===== config.mk =====
export PLATFORM = sky130hd
export DESIGN_NAME = rom_loader_flat
export DESIGN_NICKNAME = d
export VERILOG_FILES = /design/src/rtl/rom_loader_pkg.sv /design/src/rtl/rom_loader_if.sv /design/src/rtl/rom_loader_word_asm.sv /design/src/rtl/rom_loader.sv /design/src/flat_wrapper.sv
export SDC_FILE = /design/constraint.sdc
export NUM_CORES = 1
export LEC_CHECK = 0
export ABC_AREA = 1
export CAP_MARGIN = 20
export CORE_ASPECT_RATIO = 0.6
export CORE_MARGIN = 2
export CORE_UTILIZATION = 35
export DETAILED_ROUTE_END_ITERATION = 16
export SYNTH_ARGS = -nofsm -noshare
export SYNTH_HDL_FRONTEND = slang
export SYNTH_SLANG_ARGS = --single-unit

===== constraint.sdc =====
create_clock -name i_Clk -period 4.2 [get_ports i_Clk]
set_input_delay 0.84 -clock i_Clk [delete_from_list [all_inputs] [get_ports i_Clk]]
set_output_delay 0.84 -clock i_Clk [all_outputs]
set_load 0.02 [all_outputs]

===== src/rtl/rom_loader_pkg.sv =====
// rom_loader_pkg: shared ROM widths, ROM depth and loader state encoding.
package rom_loader_pkg;
    localparam int ROM_DEPTH  = 4096;
    localparam int ROMDataBus = 32;
    localparam int ROMAddrBus = 32;
    localparam int WORDS_W    = $clog2(ROM_DEPTH) + 1;
    typedef enum logic [2:0] {IDLE, HDR, DATA, WRITE, CKSUM, DONE, ERR} state_t;
endpackage


===== src/rtl/rom_loader_if.sv =====
// rom_loader_if: byte stream, ROM write port and core-control signals of the loader.
interface rom_loader_if;
    logic                                  i_start;
    logic                                  i_byte_valid;
    logic [7:0]                            i_byte;
    logic                                  o_byte_ready;
    logic                                  o_rom_we;
    logic [rom_loader_pkg::ROMAddrBus-1:0] o_rom_w_addr;
    logic [rom_loader_pkg::ROMDataBus-1:0] o_rom_w_data;
    logic                                  o_cpu_hold;
    logic                                  o_done;
    logic                                  o_err;
    logic [rom_loader_pkg::WORDS_W-1:0]    o_words;
    modport slave (
        input  i_start, i_byte_valid, i_byte,
        output o_byte_ready, o_rom_we, o_rom_w_addr, o_rom_w_data,
               o_cpu_hold, o_done, o_err, o_words
    );
    modport master (
        output i_start, i_byte_valid, i_byte,
        input  o_byte_ready, o_rom_we, o_rom_w_addr, o_rom_w_data,
               o_cpu_hold, o_done, o_err, o_words
    );
endinterface


===== src/rtl/rom_loader_word_asm.sv =====
// rom_loader_word_asm: little-endian byte-to-word assembler; o_word is complete when o_word_valid.
module rom_loader_word_asm
    import rom_loader_pkg::*;
(
    input  logic                  i_Clk,
    input  logic                  i_reset_n,
    input  logic                  i_clear,
    input  logic                  i_en,
    input  logic [7:0]            i_byte,
    output logic [ROMDataBus-1:0] o_word,
    output logic                  o_word_valid
);
    logic [ROMDataBus-9:0] sr;
    logic [1:0]            lane;
    // The fourth byte bypasses the register so the word is usable in its accept cycle.
    assign o_word       = {i_byte, sr};
    assign o_word_valid = i_en && lane == 2'd3;
    always_ff @(posedge i_Clk or negedge i_reset_n) begin
        if (!i_reset_n) begin
            sr   <= '0;
            lane <= '0;
        end else if (i_clear) begin
            lane <= '0;
        end else if (i_en) begin
            sr   <= {i_byte, sr[ROMDataBus-9:8]};
            lane <= lane + 2'd1;
        end
    end
endmodule


===== src/rtl/rom_loader.sv =====
// rom_loader: boot-time ROM image loader; holds the core until the image is written.
// Define ROM_LOADER_CKSUM_EN to require a trailing 32-bit sum of all written words.
module rom_loader
    import rom_loader_pkg::*;
#(
    parameter int unsigned           ROM_WORDS      = ROM_DEPTH,
    parameter logic [ROMAddrBus-1:0] BASE_ADDR      = '0,
    parameter int unsigned           TIMEOUT_CYCLES = 1000000,
    parameter bit                    HOLD_AT_RESET  = 1'b1
) (
    input logic         i_Clk,
    input logic         i_reset_n,
    rom_loader_if.slave bus
);
    state_t                state;
    logic [ROMDataBus-1:0] n_words, word;
    logic [31:0]           idle_cnt;
    logic [WORDS_W-1:0]    words_inc;
    logic                  word_valid, accept, restart, loading, timed_out, last_word;
`ifdef ROM_LOADER_CKSUM_EN
    logic [ROMDataBus-1:0] sum;
`endif
    assign accept    = bus.i_byte_valid && bus.o_byte_ready;
    assign restart   = bus.i_start && (state == IDLE || state == DONE || state == ERR);
    assign loading   = state == HDR || state == DATA || state == CKSUM;
    assign timed_out = TIMEOUT_CYCLES != 0 && loading && !accept && idle_cnt == TIMEOUT_CYCLES - 1;
    assign words_inc = bus.o_words + 1'b1;
    assign last_word = ROMDataBus'(words_inc) == n_words;
    rom_loader_word_asm asm_i (
        .i_Clk        (i_Clk),
        .i_reset_n    (i_reset_n),
        .i_clear      (restart),
        .i_en         (accept),
        .i_byte       (bus.i_byte),
        .o_word       (word),
        .o_word_valid (word_valid)
    );
    always_ff @(posedge i_Clk or negedge i_reset_n) begin
        if (!i_reset_n) begin
            state            <= IDLE;
            n_words          <= '0;
            idle_cnt         <= '0;
            bus.o_byte_ready <= 1'b0;
            bus.o_rom_we     <= 1'b0;
            bus.o_rom_w_addr <= BASE_ADDR;
            bus.o_rom_w_data <= '0;
            bus.o_cpu_hold   <= HOLD_AT_RESET;
            bus.o_done       <= 1'b0;
            bus.o_err        <= 1'b0;
            bus.o_words      <= '0;
`ifdef ROM_LOADER_CKSUM_EN
            sum              <= '0;
`endif
        end else begin
            bus.o_rom_we <= 1'b0;
            // WRITE is not a waiting state, so the idle count only runs while bytes are expected.
            idle_cnt     <= (accept || !loading) ? '0 : idle_cnt + 1'b1;
            if (restart) begin
                state            <= HDR;
                bus.o_byte_ready <= 1'b1;
                bus.o_cpu_hold   <= 1'b1;
                bus.o_done       <= 1'b0;
                bus.o_err        <= 1'b0;
                bus.o_words      <= '0;
                bus.o_rom_w_addr <= BASE_ADDR;
`ifdef ROM_LOADER_CKSUM_EN
                sum              <= '0;
`endif
            end else if (timed_out) begin
                state            <= ERR;
                bus.o_byte_ready <= 1'b0;
                bus.o_err        <= 1'b1;
                bus.o_cpu_hold   <= 1'b1;
            end else begin
                case (state)
                    HDR: if (word_valid) begin
                        n_words <= word;
                        if (word == 0) begin
`ifdef ROM_LOADER_CKSUM_EN
                            state            <= CKSUM;
`else
                            state            <= DONE;
                            bus.o_byte_ready <= 1'b0;
                            bus.o_done       <= 1'b1;
                            bus.o_cpu_hold   <= 1'b0;
`endif
                        end else if (word > ROM_WORDS) begin
                            state            <= ERR;
                            bus.o_byte_ready <= 1'b0;
                            bus.o_err        <= 1'b1;
                        end else begin
                            state <= DATA;
                        end
                    end
                    DATA: if (word_valid) begin
                        state            <= WRITE;
                        bus.o_byte_ready <= 1'b0;
                        bus.o_rom_we     <= 1'b1;
                        bus.o_rom_w_data <= word;
                    end
                    WRITE: begin
                        bus.o_words      <= words_inc;
                        bus.o_rom_w_addr <= bus.o_rom_w_addr + 32'd4;
`ifdef ROM_LOADER_CKSUM_EN
                        sum              <= sum + bus.o_rom_w_data;
                        state            <= last_word ? CKSUM : DATA;
                        bus.o_byte_ready <= 1'b1;
`else
                        state            <= last_word ? DONE : DATA;
                        bus.o_byte_ready <= !last_word;
                        bus.o_done       <= last_word;
                        bus.o_cpu_hold   <= !last_word;
`endif
                    end
`ifdef ROM_LOADER_CKSUM_EN
                    CKSUM: if (word_valid) begin
                        state            <= word == sum ? DONE : ERR;
                        bus.o_byte_ready <= 1'b0;
                        bus.o_done       <= word == sum;
                        bus.o_err        <= word != sum;
                        bus.o_cpu_hold   <= word != sum;
                    end
`endif
                    default: ;
                endcase
            end
        end
    end
endmodule


===== src/flat_wrapper.sv =====
// flat-port wrapper written by rule: the top's interface ports become plain ports
module rom_loader_flat import rom_loader_pkg::*;
#(
    parameter int unsigned           ROM_WORDS      = ROM_DEPTH,
    parameter logic [ROMAddrBus-1:0] BASE_ADDR      = '0,
    parameter int unsigned           TIMEOUT_CYCLES = 1000000,
    parameter bit                    HOLD_AT_RESET  = 1'b1
)
  (i_Clk, i_reset_n, bus_i_start, bus_i_byte_valid, bus_i_byte, bus_o_byte_ready, bus_o_rom_we, bus_o_rom_w_addr, bus_o_rom_w_data, bus_o_cpu_hold, bus_o_done, bus_o_err, bus_o_words);
  rom_loader_if bus_i ();
  input logic i_Clk;
  input logic i_reset_n;
  input wire logic [$bits(bus_i.i_start)-1:0] bus_i_start;
  input wire logic [$bits(bus_i.i_byte_valid)-1:0] bus_i_byte_valid;
  input wire logic [$bits(bus_i.i_byte)-1:0] bus_i_byte;
  output wire logic [$bits(bus_i.o_byte_ready)-1:0] bus_o_byte_ready;
  output wire logic [$bits(bus_i.o_rom_we)-1:0] bus_o_rom_we;
  output wire logic [$bits(bus_i.o_rom_w_addr)-1:0] bus_o_rom_w_addr;
  output wire logic [$bits(bus_i.o_rom_w_data)-1:0] bus_o_rom_w_data;
  output wire logic [$bits(bus_i.o_cpu_hold)-1:0] bus_o_cpu_hold;
  output wire logic [$bits(bus_i.o_done)-1:0] bus_o_done;
  output wire logic [$bits(bus_i.o_err)-1:0] bus_o_err;
  output wire logic [$bits(bus_i.o_words)-1:0] bus_o_words;
  assign bus_i.i_start = bus_i_start;
  assign bus_i.i_byte_valid = bus_i_byte_valid;
  assign bus_i.i_byte = bus_i_byte;
  assign bus_o_byte_ready = bus_i.o_byte_ready;
  assign bus_o_rom_we = bus_i.o_rom_we;
  assign bus_o_rom_w_addr = bus_i.o_rom_w_addr;
  assign bus_o_rom_w_data = bus_i.o_rom_w_data;
  assign bus_o_cpu_hold = bus_i.o_cpu_hold;
  assign bus_o_done = bus_i.o_done;
  assign bus_o_err = bus_i.o_err;
  assign bus_o_words = bus_i.o_words;
  rom_loader #(.ROM_WORDS(ROM_WORDS), .BASE_ADDR(BASE_ADDR), .TIMEOUT_CYCLES(TIMEOUT_CYCLES), .HOLD_AT_RESET(HOLD_AT_RESET)) u_core (.i_Clk(i_Clk), .i_reset_n(i_reset_n), .bus(bus_i));
endmodule

==> key figures <==
Finish
  – Nets: about 1,200
  – ANT cells: 0
  – Layout cell share with drive strength beyond 1: 0.0662
  – Area Growth Syn to Fin: 21.7%
  – Non-Filler Instances: about 1,500

Clocking
  – TritonCTS clock tree: done
  – Clock Tree Root: clkbuf_16
  – Worst-skew pair later-pin latency: roughly 0.44 ns
  – Number of CTS-inserted buffers: 17
  – Post CTS Setup Buffer Count: 0
  – CTS sink count: ~170
  – Htree depth: 4
  – Clk slew on worst S/H paths: approximately 0.070 ns
  – Hold-fix buffers at CTS: 0
  – Resized cells post-CTS: 0
  – Maximum buffer depth of the clock tree: 2

Worst setup path
  – Reg-to-reg slack, setup: around 1.7 ns
  – CP Data Required Time: 4.52 ns
  – Crit-path max FO: 24
  – Nature of the critical path startpoint: register
  – Reg-to-reg endpoint: u_core.bus.o_rom_w_addr[28]$_DFFE_PN0P_
  – Setup crit end kind: register
  – Critical R2R Launch: u_core.state[2]$_DFFE_PN0P_
  – Arrival time worst endpoint: about 2.9 ns
  – R2r worst-path depth: 10
  – Worst Path Class, Setup: register to register

Placed design
  – Placed insts: around 1,400
  – IO buf count: 91
  – Placer congestion estimate: about 0.9
  – HPWL after DPL: 16.3 mm

Logic synthesis
  – Post-synth EDFFs: 0
  – Yosys top cell by area: dfrtp_1
  – Sequential fraction of the synthesis area: 0.517
  – Count of cell types in the netlist: 47
  – Synth Area per Inst: around 8.0 um^2
  – Synth async-reset ratio: 1.00
  – Synth Warn #: 0
  – Area contributors post-synth: dfrtp_1 (51%), nand2_1 (11%), o21ai_0 (7.2%), inv_1 (6.3%), nor2_1 (4.1%)
  – Top-area cell type share of the netlist area: 0.514
  – Synthesized area: about 0.0084 mm^2
  – Dominant synthesized flop cell: dfrtp_1
  – Seq cells post-synth: 173
  – Syn Inst Count: 1,046

STA
  – Max Slew Vio Count: 0
  – Rel. slew slack: 0.386
  – Skew final: around 0.017 ns
  – Peak Freq: between 300 and 400 MHz
  – Setup TNS: 0 ns
  – Final min period: 2.53 ns
  – Fin crit share: 0.603
  – Final-report hold violation count: 0
  – Endpoints failing setup: 0
  – Worst slew pin tran: 0.922 ns
  – RSZ-0062 raised after global routing: false

Outcome
  – Status: finished, final reports clean

Floorplanning
  – DIE WIDTH: 204 um
  – Die Ht: ~120 um
  – Placeable Area: around 0.023 mm^2
  – # IOs: 94
  – Die ar.: 0.0252 mm^2
  – Rows: between 40 and 50
  – Initial core utilization: 0.360

Global route
  – Vias in the first global route: approximately 6,600
  – First-pass GRT wire length: roughly 36 mm
  – Antenna violations before repair: 0
  – All-Layer GR Usage: 0.184
  – GR Overflow Total: 0
  – Pin count of the biggest net entering global routing: 67

Pwr
  – Leak Pwr: about 4.5 nW
  – Max rail drop VDD: about 0.29 mV
  – PD cells: roughly 570 mW/mm^2

Routing
  – Final ANT Viol Nets: 0
  – Post-Route WL: roughly 22 mm
  – DRT iter0 DRCs: slightly above 800
  – Routed vias/inst: around 5
  – Initial DRT Pass Iterations: 5
  – WL per Instance: roughly 15 um
  – Vias post-DR: ~7,300
  – # DRC: 0

Job
  – Max-Cap Viols: 0

Min path
  – Hold WC Path Type: input port to async pin
-- sequential cells by signal, indices dropped and copies added, names as in the netlist --
register,flops
u_core.n_words,32
u_core.bus.o_cpu_hold,1
u_core.bus.o_words,13
u_core.bus.o_rom_we,1
u_core.bus.o_rom_w_data,32
u_core.bus.o_rom_w_addr,30
u_core.asm_i.sr,24
u_core.asm_i.lane,2
u_core.bus.o_done,1
u_core.bus.o_err,1
u_core.state,3
u_core.bus.o_byte_ready,1
u_core.idle_cnt,32
-- worst max-delay path, cell delays in order, from the launching register on --
cell	delay, ns
dfrtp_1	0.44
inv_1	0.14
nand3_1	0.47
nand2_4	0.50
inv_2	0.14
nor3_2	0.22
nand2_1	0.13
nor2_2	0.18
nand3_1	0.10
nand2_1	0.07
nor2_1	0.04
-- routing by layer --
metal | part of all wire | vias to the layer above | track usage
met5 | 0 | - | 0
met4 | 0.0086 | 0 | 0.0461
met3 | 0.059 | 13 | 0.0338
met2 | 0.39 | 220 | 0.238
met1 | 0.55 | 3417 | 0.305
li1 | - | 3602 | -
-- power by group --
| part | internal [W] | total, W | switching, W |
|---|---|---|---|
| Sequential | 0.00208 | 0.00237 | 0.000284 |
| Clock | 0.000858 | 0.00155 | 0.000694 |
| Combinational | 0.000672 | 0.00191 | 0.00124 |
-- kinds of logic (layout without fill, tap and decap cells) --
| family | Yosys count | in the layout | synth area share |
|---|---|---|---|
| and+or+nand+nor | 487 | 487 | 0.262 |
| other | 1 | 2 | 0.000448 |
| AOI/OAI and AO/OA | 200 | 200 | 0.128 |
| buffers and inverters | 175 | 276 | 0.0803 |
| DFF | 173 | 173 | 0.517 |
| adders and majority gates | 4 | 4 | 0.00597 |
| xor gates and xnor gates | 6 | 6 | 0.00717 |
-- final cells by class --
class / instances / area [um^2]
clock inverters: 10 / 103
clock buffers: 22 / 464
repair buffers: 97 / 970
flip-flops and latches: 173 / 4330
fillers: 2315 / 13100
multi-input cells: 699 / 3380
inverters: 147 / 552
well taps: 315 / 394
-- metrics by stage --
step | setup WS, ns | total power (W) | hold slack, ns | util | cell area (um^2)
finish | 1.67 | 0.00583 | 0.387 | 0.438 | 10200
detailed placement | 1.26 | 0.00430 | 0.459 | 0.413 | 9630
CTS | 1.70 | 0.00587 | 0.406 | 0.438 | 10200
floorplan | 2.28 | 0.00353 | 0.433 | - | 8380
global route | 1.46 | 0.00623 | 0.422 | 0.438 | 10200
global placement | 1.30 | 0.00427 | 0.463 | 0.413 | 9630
-- cell usage in the layout, fill, tap and decap left out, types with 8 or more instances in the layout --
master             n
o21ai_0          121
nor3_1            26
nand4_1           34
nor4_1             8
clkbuf_16         17
nor2_1            89
o22ai_1            9
clkdlybuf4s50_1   90
nor2_2             9
dfrtp_1          172
a21oi_1           43
nand3_1           49
nand2_1          241
inv_1            141
nand2_2            9
-- worst max path at each step --
stage / startpoint / end
finish: u_core.state[2]$_DFFE_PN0P_ / u_core.bus.o_rom_w_addr[28]$_DFFE_PN0P_
global route: u_core.state[2]$_DFFE_PN0P_ / u_core.bus.o_rom_w_addr[17]$_DFFE_PN0P_
CTS: u_core.state[2]$_DFFE_PN0P_ / u_core.bus.o_rom_w_addr[28]$_DFFE_PN0P_
detailed placement: bus_i_start / u_core.bus.o_rom_w_addr[28]$_DFFE_PN0P_
global placement: bus_i_start / u_core.bus.o_rom_w_addr[28]$_DFFE_PN0P_
floorplan: bus_i_byte_valid / u_core.n_words[13]$_DFFE_PN0P_
-- synth_stat cells, types with 2 or more instances --
master,n
nand2_1,241
dfrtp_1,172
inv_1,141
o21ai_0,121
nor2_1,91
nand3_1,49
a21oi_1,43
nand4_1,34
nor3_1,26
clkbuf_1,18
nand2_2,9
o22ai_1,9
nor4_1,8
buf_2,7
nor2_2,7
inv_2,6
o21ai_1,6
nand3b_1,5
a31oi_1,4
ha_1,4
o21a_1,4
xor2_1,4
a211oi_1,3
nand3_2,3
nor2_4,3
a21o_1,2
a22o_1,2
buf_4,2
nor3_2,2
nor3b_1,2
o31ai_1,2
No activity file was read; power rests on OpenSTA's default activity.
